<file path="src/rtl/stack_pkg.sv">
// stack_pkg: shared types and helpers for the 6502 stack sequencer.
//   op_e              stack operation encodings (6 and 7 are illegal)
//   state_e           sequencer states
//   DefaultStackPage  high address byte of the stack page
//   byte_count()      number of stack bytes moved by an op (0 for illegal ops)
package stack_pkg;

    typedef enum logic [2:0] {
        OpPush1   = 3'd0,
        OpPull1   = 3'd1,
        OpPushPc  = 3'd2,
        OpPullPc  = 3'd3,
        OpPushInt = 3'd4,
        OpPullInt = 3'd5
    } op_e;

    typedef enum logic [2:0] {
        StIdle,
        StPush,
        StPull,
        StPullWait,
        StDone
    } state_e;

    localparam logic [7:0] DefaultStackPage = 8'h01;

    function automatic logic [1:0] byte_count(input logic [2:0] op);
        case (op)
            OpPush1, OpPull1:     return 2'd1;
            OpPushPc, OpPullPc:   return 2'd2;
            OpPushInt, OpPullInt: return 2'd3;
            default:              return 2'd0;
        endcase
    endfunction

endpackage

</file>
<file path="src/rtl/stack_ctrl.sv">
// stack_ctrl: sequences the 6502 stack pointer and stack-page memory accesses for
// PHA/PHP, PLA/PLP, JSR/RTS, interrupt entry and RTI. S itself lives in an external
// byte register; this block only drives its load/data pins.
// Ports:
//   clk, rst             clock, synchronous active-high reset
//   start, op            op request (sampled in idle only) and op code
//   push_pc, push_byte   PC and A/P byte to push, captured at start
//   s_cur                current S register value
//   s_load, s_next       S register load enable and data
//   mem_addr             stack address {STACK_PAGE, ptr}
//   mem_we, mem_wdata    write strobe and data
//   mem_re, mem_rdata    read strobe; data returns the following cycle
//   busy, done, err      status; done/err are one-cycle pulses
//   pull_pc, pull_byte   restored PC and pulled byte, held from done until next start
module stack_ctrl
    import stack_pkg::*;
#(
    parameter int unsigned      WIDTH      = 8,
    parameter logic [WIDTH-1:0] STACK_PAGE = WIDTH'(DefaultStackPage)
) (
    input  logic                 clk,
    input  logic                 rst,
    input  logic                 start,
    input  logic [2:0]           op,
    input  logic [2*WIDTH-1:0]   push_pc,
    input  logic [WIDTH-1:0]     push_byte,
    input  logic [WIDTH-1:0]     s_cur,
    output logic                 s_load,
    output logic [WIDTH-1:0]     s_next,
    output logic [2*WIDTH-1:0]   mem_addr,
    output logic                 mem_we,
    output logic [WIDTH-1:0]     mem_wdata,
    output logic                 mem_re,
    input  logic [WIDTH-1:0]     mem_rdata,
    output logic                 busy,
    output logic                 done,
    output logic                 err,
    output logic [2*WIDTH-1:0]   pull_pc,
    output logic [WIDTH-1:0]     pull_byte
);

    state_e               state_q, state_d;
    logic [2:0]           op_q, op_d;
    logic [1:0]           cnt_q, cnt_d;
    // Push: bytes leave from the top. Pull: bytes enter at the top and shift down,
    // so after a full pull the layout is {PCH, PCL, P}.
    logic [3*WIDTH-1:0]   sr_q, sr_d;
    logic [2*WIDTH-1:0]   pull_pc_q, pull_pc_d;
    logic [WIDTH-1:0]     pull_byte_q, pull_byte_d;
    logic [1:0]           last_cnt;
    logic [WIDTH-1:0]     s_inc, s_dec;

    assign last_cnt = byte_count(op_q) - 2'd1;
    assign s_inc    = s_cur + WIDTH'(1);
    assign s_dec    = s_cur - WIDTH'(1);

    // State register.
    always_ff @(posedge clk) begin
        if (rst) begin
            state_q <= StIdle;
        end else begin
            state_q <= state_d;
        end
    end

    // Datapath registers.
    always_ff @(posedge clk) begin
        if (rst) begin
            op_q        <= '0;
            cnt_q       <= '0;
            sr_q        <= '0;
            pull_pc_q   <= '0;
            pull_byte_q <= '0;
        end else begin
            op_q        <= op_d;
            cnt_q       <= cnt_d;
            sr_q        <= sr_d;
            pull_pc_q   <= pull_pc_d;
            pull_byte_q <= pull_byte_d;
        end
    end

    // Next-state and datapath next values.
    always_comb begin
        state_d     = state_q;
        op_d        = op_q;
        cnt_d       = cnt_q;
        sr_d        = sr_q;
        pull_pc_d   = pull_pc_q;
        pull_byte_d = pull_byte_q;
        unique case (state_q)
            StIdle: begin
                if (start) begin
                    op_d  = op;
                    cnt_d = '0;
                    case (op)
                        OpPush1:   sr_d = {push_byte, {(2*WIDTH){1'b0}}};
                        OpPushPc:  sr_d = {push_pc, {WIDTH{1'b0}}};
                        OpPushInt: sr_d = {push_pc, push_byte};
                        default:   sr_d = '0;
                    endcase
                    if (byte_count(op) == 2'd0) begin
                        state_d = StDone;
                    end else if (op[0]) begin
                        state_d = StPull;
                    end else begin
                        state_d = StPush;
                    end
                end
            end
            StPush: begin
                sr_d  = {sr_q[2*WIDTH-1:0], {WIDTH{1'b0}}};
                cnt_d = cnt_q + 2'd1;
                if (cnt_q == last_cnt) begin
                    state_d = StDone;
                end
            end
            StPull: begin
                // Data for the read issued last cycle is on mem_rdata now.
                if (cnt_q != 2'd0) begin
                    sr_d = {mem_rdata, sr_q[3*WIDTH-1:WIDTH]};
                end
                cnt_d = cnt_q + 2'd1;
                if (cnt_q == last_cnt) begin
                    state_d = StPullWait;
                end
            end
            StPullWait: begin
                sr_d = {mem_rdata, sr_q[3*WIDTH-1:WIDTH]};
                if (op_q != OpPull1) begin
                    pull_pc_d = sr_d[3*WIDTH-1:WIDTH];
                end
                if (op_q == OpPull1) begin
                    pull_byte_d = sr_d[3*WIDTH-1:2*WIDTH];
                end else if (op_q == OpPullInt) begin
                    pull_byte_d = sr_d[WIDTH-1:0];
                end
                state_d = StDone;
            end
            StDone: begin
                state_d = StIdle;
            end
            default: begin
                state_d = StIdle;
            end
        endcase
    end

    // Outputs.
    always_comb begin
        s_load    = 1'b0;
        s_next    = '0;
        mem_addr  = '0;
        mem_we    = 1'b0;
        mem_wdata = '0;
        mem_re    = 1'b0;
        busy      = (state_q != StIdle);
        done      = (state_q == StDone);
        err       = (state_q == StDone) && (byte_count(op_q) == 2'd0);
        unique case (state_q)
            StPush: begin
                mem_we    = 1'b1;
                mem_addr  = {STACK_PAGE, s_cur};
                mem_wdata = sr_q[3*WIDTH-1:2*WIDTH];
                s_load    = 1'b1;
                s_next    = s_dec;
            end
            StPull: begin
                mem_re   = 1'b1;
                mem_addr = {STACK_PAGE, s_inc};
                s_load   = 1'b1;
                s_next   = s_inc;
            end
            default: begin
            end
        endcase
    end

    assign pull_pc   = pull_pc_q;
    assign pull_byte = pull_byte_q;

endmodule

</file>
<file path="config.mk">
export PLATFORM = sky130hd
export DESIGN_NAME = stack_ctrl
export DESIGN_NICKNAME = d
export VERILOG_FILES = /design/src/rtl/stack_pkg.sv /design/src/rtl/stack_ctrl.sv
export SDC_FILE = /design/constraint.sdc
export NUM_CORES = 1
export LEC_CHECK = 0
export CAP_MARGIN = 20
export CORE_MARGIN = 8
export CORE_UTILIZATION = 25
export CTS_BUF_LIST = sky130_fd_sc_hd__clkbuf_4
export DETAILED_ROUTE_END_ITERATION = 8
export HOLD_SLACK_MARGIN = 0.06
export SETUP_SLACK_MARGIN = 0.1
export SLEW_MARGIN = 20
export SYNTH_ARGS = -nofsm -noshare
export SYNTH_HDL_FRONTEND = slang
export SYNTH_SLANG_ARGS = --single-unit
export TNS_END_PERCENT = 100
</file>
<file path="constraint.sdc">
create_clock -name clk -period 1.87 [get_ports clk]
set_input_delay 0.2805 -clock clk [delete_from_list [all_inputs] [get_ports clk]]
set_output_delay 0.2805 -clock clk [all_outputs]
set_load 0.05 [all_outputs]
</file>
==> flow_summary_export.csv, run 1 <==
group,metric,value,unit
outcome,outcome,"complete, but fails checks",
outcome,violations,"negative setup slack",
yosys,ys_seq_area_share,34.4,%
sta,clock_skew,22.7,ps
finish,fillCellCount,1216,
grt,grt_pass1_wl,18600,um
yosys,yosysWarnings,0,
detailed_routing,firstDrtPassIters,6,
worst_setup_path,crit_family,"simple AND/OR/NAND/NOR gates",
grt,grt_max_degree,49,
detailed_routing,vias,3517,
finish,drive_gt1_share,35.3,%
yosys,synth_seq_cells,56,
yosys,syn_area_per_cell,8.34,um^2
yosys,yosysUniqueCellTypes,51,
detailed_routing,antenna_left,0,
sta,worst_pin_slew,580,ps
power_and_ir_drop,finalPower,0.00362,W
floorplanning,die_w,130,um
job,cap_violations,0,
sta,final.min_clock_period,2220,ps
worst_setup_path,cp_max_fo,2,
floorplanning,coreArea,0.0127,mm^2
yosys,synthArstFlopShare,0,%
sta,setup_ws,-353,ps
clock_network,htreeDepth,2,
place,port_buffers,100,
worst_setup_path,crit_arrival,1940,ps
place,dp_hpwl,8860,um
sta,tns,-5930,ps
worst_setup_path,slowest_delay,450,ps
worst_setup_path,end_kind,"output port",
yosys,postSynthCellCount,391,
detailed_routing,drt_iter0_markers,268,
worst_setup_path,path_cells,"clkdlybuf4s50_1, or3b_4, or3_1, a21oi_2, a21oi_4, buf_6",
clock_network,clk_pin_slew,170,ps
finish,final_cell_mix,"dfxtp_1 (52), nand2_1 (47), buf_4 (46)",
sta,max_freq,0.450,GHz
hold_path,min_path_type,"input pin to register",
power_and_ir_drop,ir_drop,0.244,mV
yosys,synth_edf_count,0,
floorplanning,die_h,130,um
grt,antenna_found_initial,1,
worst_setup_path,critPathKind,"input pin to output port",
detailed_routing,viasPerCell,5.00,
worst_setup_path,critPathLaunchType,"input pin",
clock_network,cts_buffer_depth,2,
floorplanning,dieArea,0.0170,mm^2
finish,nets,578,
grt,grt_pass1_vias,3506,
finish,regArea,0.00113,mm^2
place,gp_congestion,0.901,
sta,period_share,119,%
clock_network,cts_buffers,5,
sta,final_max_slew_viol_count,0,
sta,setup_violations,25,
worst_setup_path,crit_buf_inv,2,
sta,relSlewSlack,61.3,%
clock_network,cts_tree,"yes",
power_and_ir_drop,powerDensity,639,mW/mm^2
finish,multi_input_area,0.00225,mm^2
sta,hold_viol,0,
sta,rsz0062_at_grt,"true",
grt,overflow,0,
finish,area_delta_synth_final,73.6,%
detailed_routing,avgRoutedWirePerCell,17.0,um
detailed_routing,totalWireLength,11900,um
detailed_routing,drc,0,
yosys,syn_area,0.00326,mm^2
finish,fin_util,44.7,%
worst_setup_path,reg2reg_slack,210,ps
power_and_ir_drop,p_leak,2.16,nW
place,place_ws,-553,ps
floorplanning,row_count,41,
worst_setup_path,slowest_stage,"clkdlybuf4s50_1",
floorplanning,ios,108,
clock_network,clkLatencyLatePin,390,ps
clock_network,cts_root_buf,"clkbuf_4",
clock_network,holdBufCountCts,0,
yosys,synth_ff_type,"dfxtp_1",
grt,gr-usage-all-layers,13.6,%
worst_setup_path,critPathRequiredTime,1590,ps
finish,final_common_cell,"dfxtp_1",
clock_network,cts.sinks,56,
floorplanning,initial_core_util,25.7,%
-- power by group --
group          internal [W]  switching (W)  total [W]
sequential          0.00129       0.000104    0.00139
combinational      0.000787       0.000862    0.00165
clock              0.000157       0.000420   0.000577
total               0.00223        0.00139    0.00362
-- state kept, by name, indices dropped and copies added, names as in the netlist --
signal / cells
sr_q: 24
pull_pc: 16
op_q: 3
state_q: 3
pull_byte: 8
cnt_q: 2
-- cells in the mapped netlist (2+ instances only) --
cell        n  area (um^2)
mux2i_1    12          120
o22ai_1     2         12.5
nand2b_1    4         25.0
and3_1      5         31.3
a31oi_1     6         37.5
a222oi_1   16          160
nor2_2      2         12.5
a211oi_1   17          128
or3_1       2         12.5
o21ai_0    11         55.1
clkbuf_1   13         48.8
buf_2       9         45.0
or3b_1      2         17.5
o2bb2ai_1   8         70.1
xnor2_1     3         26.3
nor3_1      2         10.0
nand2_1    49          184
ha_1        3         37.5
a221oi_1    3         26.3
a211oi_2   10          125
a21oi_1    30          150
inv_1       6         22.5
nor2_1     41          154
dfxtp_1    56         1120
buf_4      15          113
a22oi_1    10         75.1
o221ai_1    8         70.1
nor3b_4     3         56.3
and2_1     10         62.6
nor2b_1     3         18.8
buf_6       3         33.8
xor2_1      2         17.5
nand3_1     7         35.0
-- kinds of logic after synthesis --
family,after synthesis,share of synthesized area (%)
other,1,0.115
XOR/XNOR,5,1.34
multiplexers,13,4.03
AO/OA/AOI/OAI,128,29.8
AND/OR/NAND/NOR,136,20.7
adder cells (fa/ha/maj),3,1.15
flip-flops,56,34.4
buffers and inverters,49,8.48
-- worst paths after layout --
path	startpoint	to	depth (start not counted)
worst max-delay path	s_cur[3]	s_next[6]	6
worst min-delay path	rst	op_q[0]$_SDFFE_PP0P_	2
worst max register to register	state_q[1]$_SDFFE_PP0P_	sr_q[14]$_SDFFE_PP0P_	6
worst min register to register	pull_pc[13]$_SDFFE_PP0P_	pull_pc[13]$_SDFFE_PP0P_	2
-- stage by stage --
stage	instances	hold WS (ps)	instance area (um^2)
floorplan	397	416	3510
global placement	674	441	5150
detailed placement	674	447	5150
CTS	689	358	5410
global route	703	372	5660
finish	703	367	5660
-- per-layer routing --
layer  up-vias  share of wire, %  track usage (%)
li1       1711                 -                -
met1      1677                40             15.9
met2       114                51             24.6
met3        15               6.7             2.61
met4         0               1.8             3.76
met5         -                 0                0
-- timing repair --
action / 4_1_cts / 5_1_grt
pin swaps: 9 / 9
buffers inserted: 6 / 11
resized for setup: 63 / 26
gates cloned: 1 / 3
setup endpoints to repair: 54 / 32
-- worst register-to-register path, cell delays in order (launching register included) --
cell	delay [ps]
dfxtp_2	360
buf_4	180
nor2b_1	140
buf_4	150
buf_4	210
a222oi_1	440
a211oi_2	120
-- cell type report --
cell class | count | area share [%]
Sequential cell | 56 | 19.9
Timing Repair Buffer | 166 | 34.3
Tap cell | 172 | 3.80
Clock inverter | 3 | 0.442
Multi-Input combinational cell | 292 | 39.8
Inverter | 8 | 1.06
Clock buffer | 5 | 0.663
Antenna cell | 1 | 0.0442
(Power assumes the default switching activity.)
==> run 2: changes to the inputs <==
RECOVER_POWER = 100   (was unset)
SKIP_LAST_GASP = 1   (was unset)
==> flow_summary_export.csv, run 2 (same netlist as run 1, synthesis figures left out) <==
group,metric,value,unit
outcome,outcome,"complete, but fails checks",
outcome,violations,"negative setup slack",
finish,largest_reg_flops,24,
grt,antenna_found_initial,1,
clock_network,clkLatencyLatePin,390,ps
finish,regArea,0.00113,mm^2
worst_setup_path,critPathLaunchType,"register",
finish,fillCellCount,1230,
detailed_routing,totalWireLength,11900,um
worst_setup_path,crit_arrival,1940,ps
sta,final_max_slew_viol_count,0,
worst_setup_path,end_kind,"output port",
power_and_ir_drop,powerDensity,641,mW/mm^2
floorplanning,die_h,130,um
sta,max_freq,0.450,GHz
place,port_buffers,100,
grt,grt_max_degree,49,
clock_network,cts_buffer_depth,2,
detailed_routing,firstDrtPassIters,7,
clock_network,htreeDepth,2,
power_and_ir_drop,power_switching_share,38.6,%
place,gp_congestion,0.901,
floorplanning,initial_core_util,25.7,%
floorplanning,ios,108,
finish,multi_input_area,0.00223,mm^2
finish,drive_gt1_share,34.2,%
clock_network,clk_pin_slew,170,ps
sta,period_share,119,%
detailed_routing,drc,0,
finish,top_register,"sr_q",
clock_network,cts_tree,"yes",
grt,busiest_layer,"met2",
finish,nets,578,
detailed_routing,avgRoutedWirePerCell,17.0,um
sta,relSlewSlack,61.6,%
sta,setup_ws,-351,ps
job,cap_violations,0,
sta,worst_pin_slew,577,ps
grt,grtUsageMet1,15.9,%
finish,final_common_cell,"dfxtp_1",
floorplanning,dieArea,0.0170,mm^2
place,place_ws,-553,ps
sta,clock_skew,20.6,ps
worst_setup_path,cp_max_fo,5,
detailed_routing,drt_iter0_markers,261,
grt,use_met3,2.61,%
grt,grt_pass1_vias,3506,
detailed_routing,antenna_left,0,
worst_setup_path,critPathKind,"register to output port",
sta,tns,-7840,ps
power_and_ir_drop,p_seq_share,38.9,%
clock_network,cts_buffers,5,
power_and_ir_drop,ir_drop,0.243,mV
power_and_ir_drop,combPwrFrac,44.9,%
grt,use_met2,24.6,%
grt,gr-usage-all-layers,13.6,%
clock_network,cts.sinks,56,
sta,final.min_clock_period,2220,ps
detailed_routing,vias,3475,
sta,setup_violations,65,
clock_network,cts_root_buf,"clkbuf_4",
finish,final_cell_mix,"dfxtp_1 (52), nand2_1 (47), buf_4 (45)",
floorplanning,die_w,130,um
finish,area_delta_synth_final,71.2,%
power_and_ir_drop,p_switching,0.00138,W
sta,hold_viol,0,
place,dp_hpwl,8860,um
grt,grt_pass1_wl,18600,um
power_and_ir_drop,p_leak,2.13,nW
floorplanning,coreArea,0.0127,mm^2
detailed_routing,viasPerCell,4.94,
grt,overflow,0,
hold_path,min_path_type,"input pin to register",
worst_setup_path,critPathRequiredTime,1590,ps
power_and_ir_drop,clkPwrFrac,16.2,%
power_and_ir_drop,internal_power,0.00220,W
floorplanning,row_count,41,
sta,rsz0062_at_grt,"true",
run 2: layer usage:
metal  wire (um)  vias up
li1            -     1708
met1        4900     1660
met2        6130       94
met3         708       13
met4         200        0
met5           0        -
run 2: area by class of cell:
class	count	share of cell area [%]
well taps	172	3.85
repair buffers	166	33.8
clock inverters	3	0.448
inverters	8	1.08
clock buffers	5	0.672
multi-input cells	292	39.9
diodes	1	0.0448
flip-flops and latches	56	20.2
run 2: worst paths after layout:
path | slack (ps) | endpoint | cells past startpoint | start
worst min-delay path | 360 | op_q[0]$_SDFFE_PP0P_ | 2 | rst
worst max-delay path | -350 | s_next[3] | 6 | state_q[2]$_SDFFE_PP0P_
worst min register to register | 460 | pull_pc[13]$_SDFFE_PP0P_ | 2 | pull_pc[13]$_SDFFE_PP0P_
worst max register to register | -100 | pull_pc[9]$_SDFFE_PP0P_ | 8 | state_q[0]$_SDFFE_PP0P_
run 2: power by group through the flow:
stage | logic [W] | registers [W] | clock network (W)
3_5_place_dp | 0.00144 | 0.00141 | 0
5_1_grt | 0.00170 | 0.00141 | 0.000651
3_3_place_gp | 0.00142 | 0.00141 | 0
6_report | 0.00161 | 0.00139 | 0.000580
4_1_cts | 0.00154 | 0.00139 | 0.000601
2_1_floorplan | 0.000884 | 0.00138 | 0
run 2: critical path, stage by stage (launching register included):
cell	delay, ps
dfxtp_2	360
or3b_4	420
bufbuf_16	290
o22ai_1	160
nand2_1	110
o21ai_4	70
buf_8	160
run 2: repair_timing:
item,CTS,global route
pin swaps,9,7
cloned,1,3
hold buffers,0,0
setup buffers,6,11
setup endpoints to repair,54,32
resized for setup,63,20
run 2: through the flow:
stage                     hold WS [ps]  std cells  power, W  util [%]  instance area [um^2]
final                              363        703   0.00358      44.1                  5580
after global routing               372        703   0.00376      44.1                  5580
after CTS                          358        689   0.00353      42.7                  5410
after detailed placement           447        674   0.00285      40.7                  5150
after global placement             441        674   0.00283      40.7                  5150
after floorplan                    416        397   0.00227         -                  3510
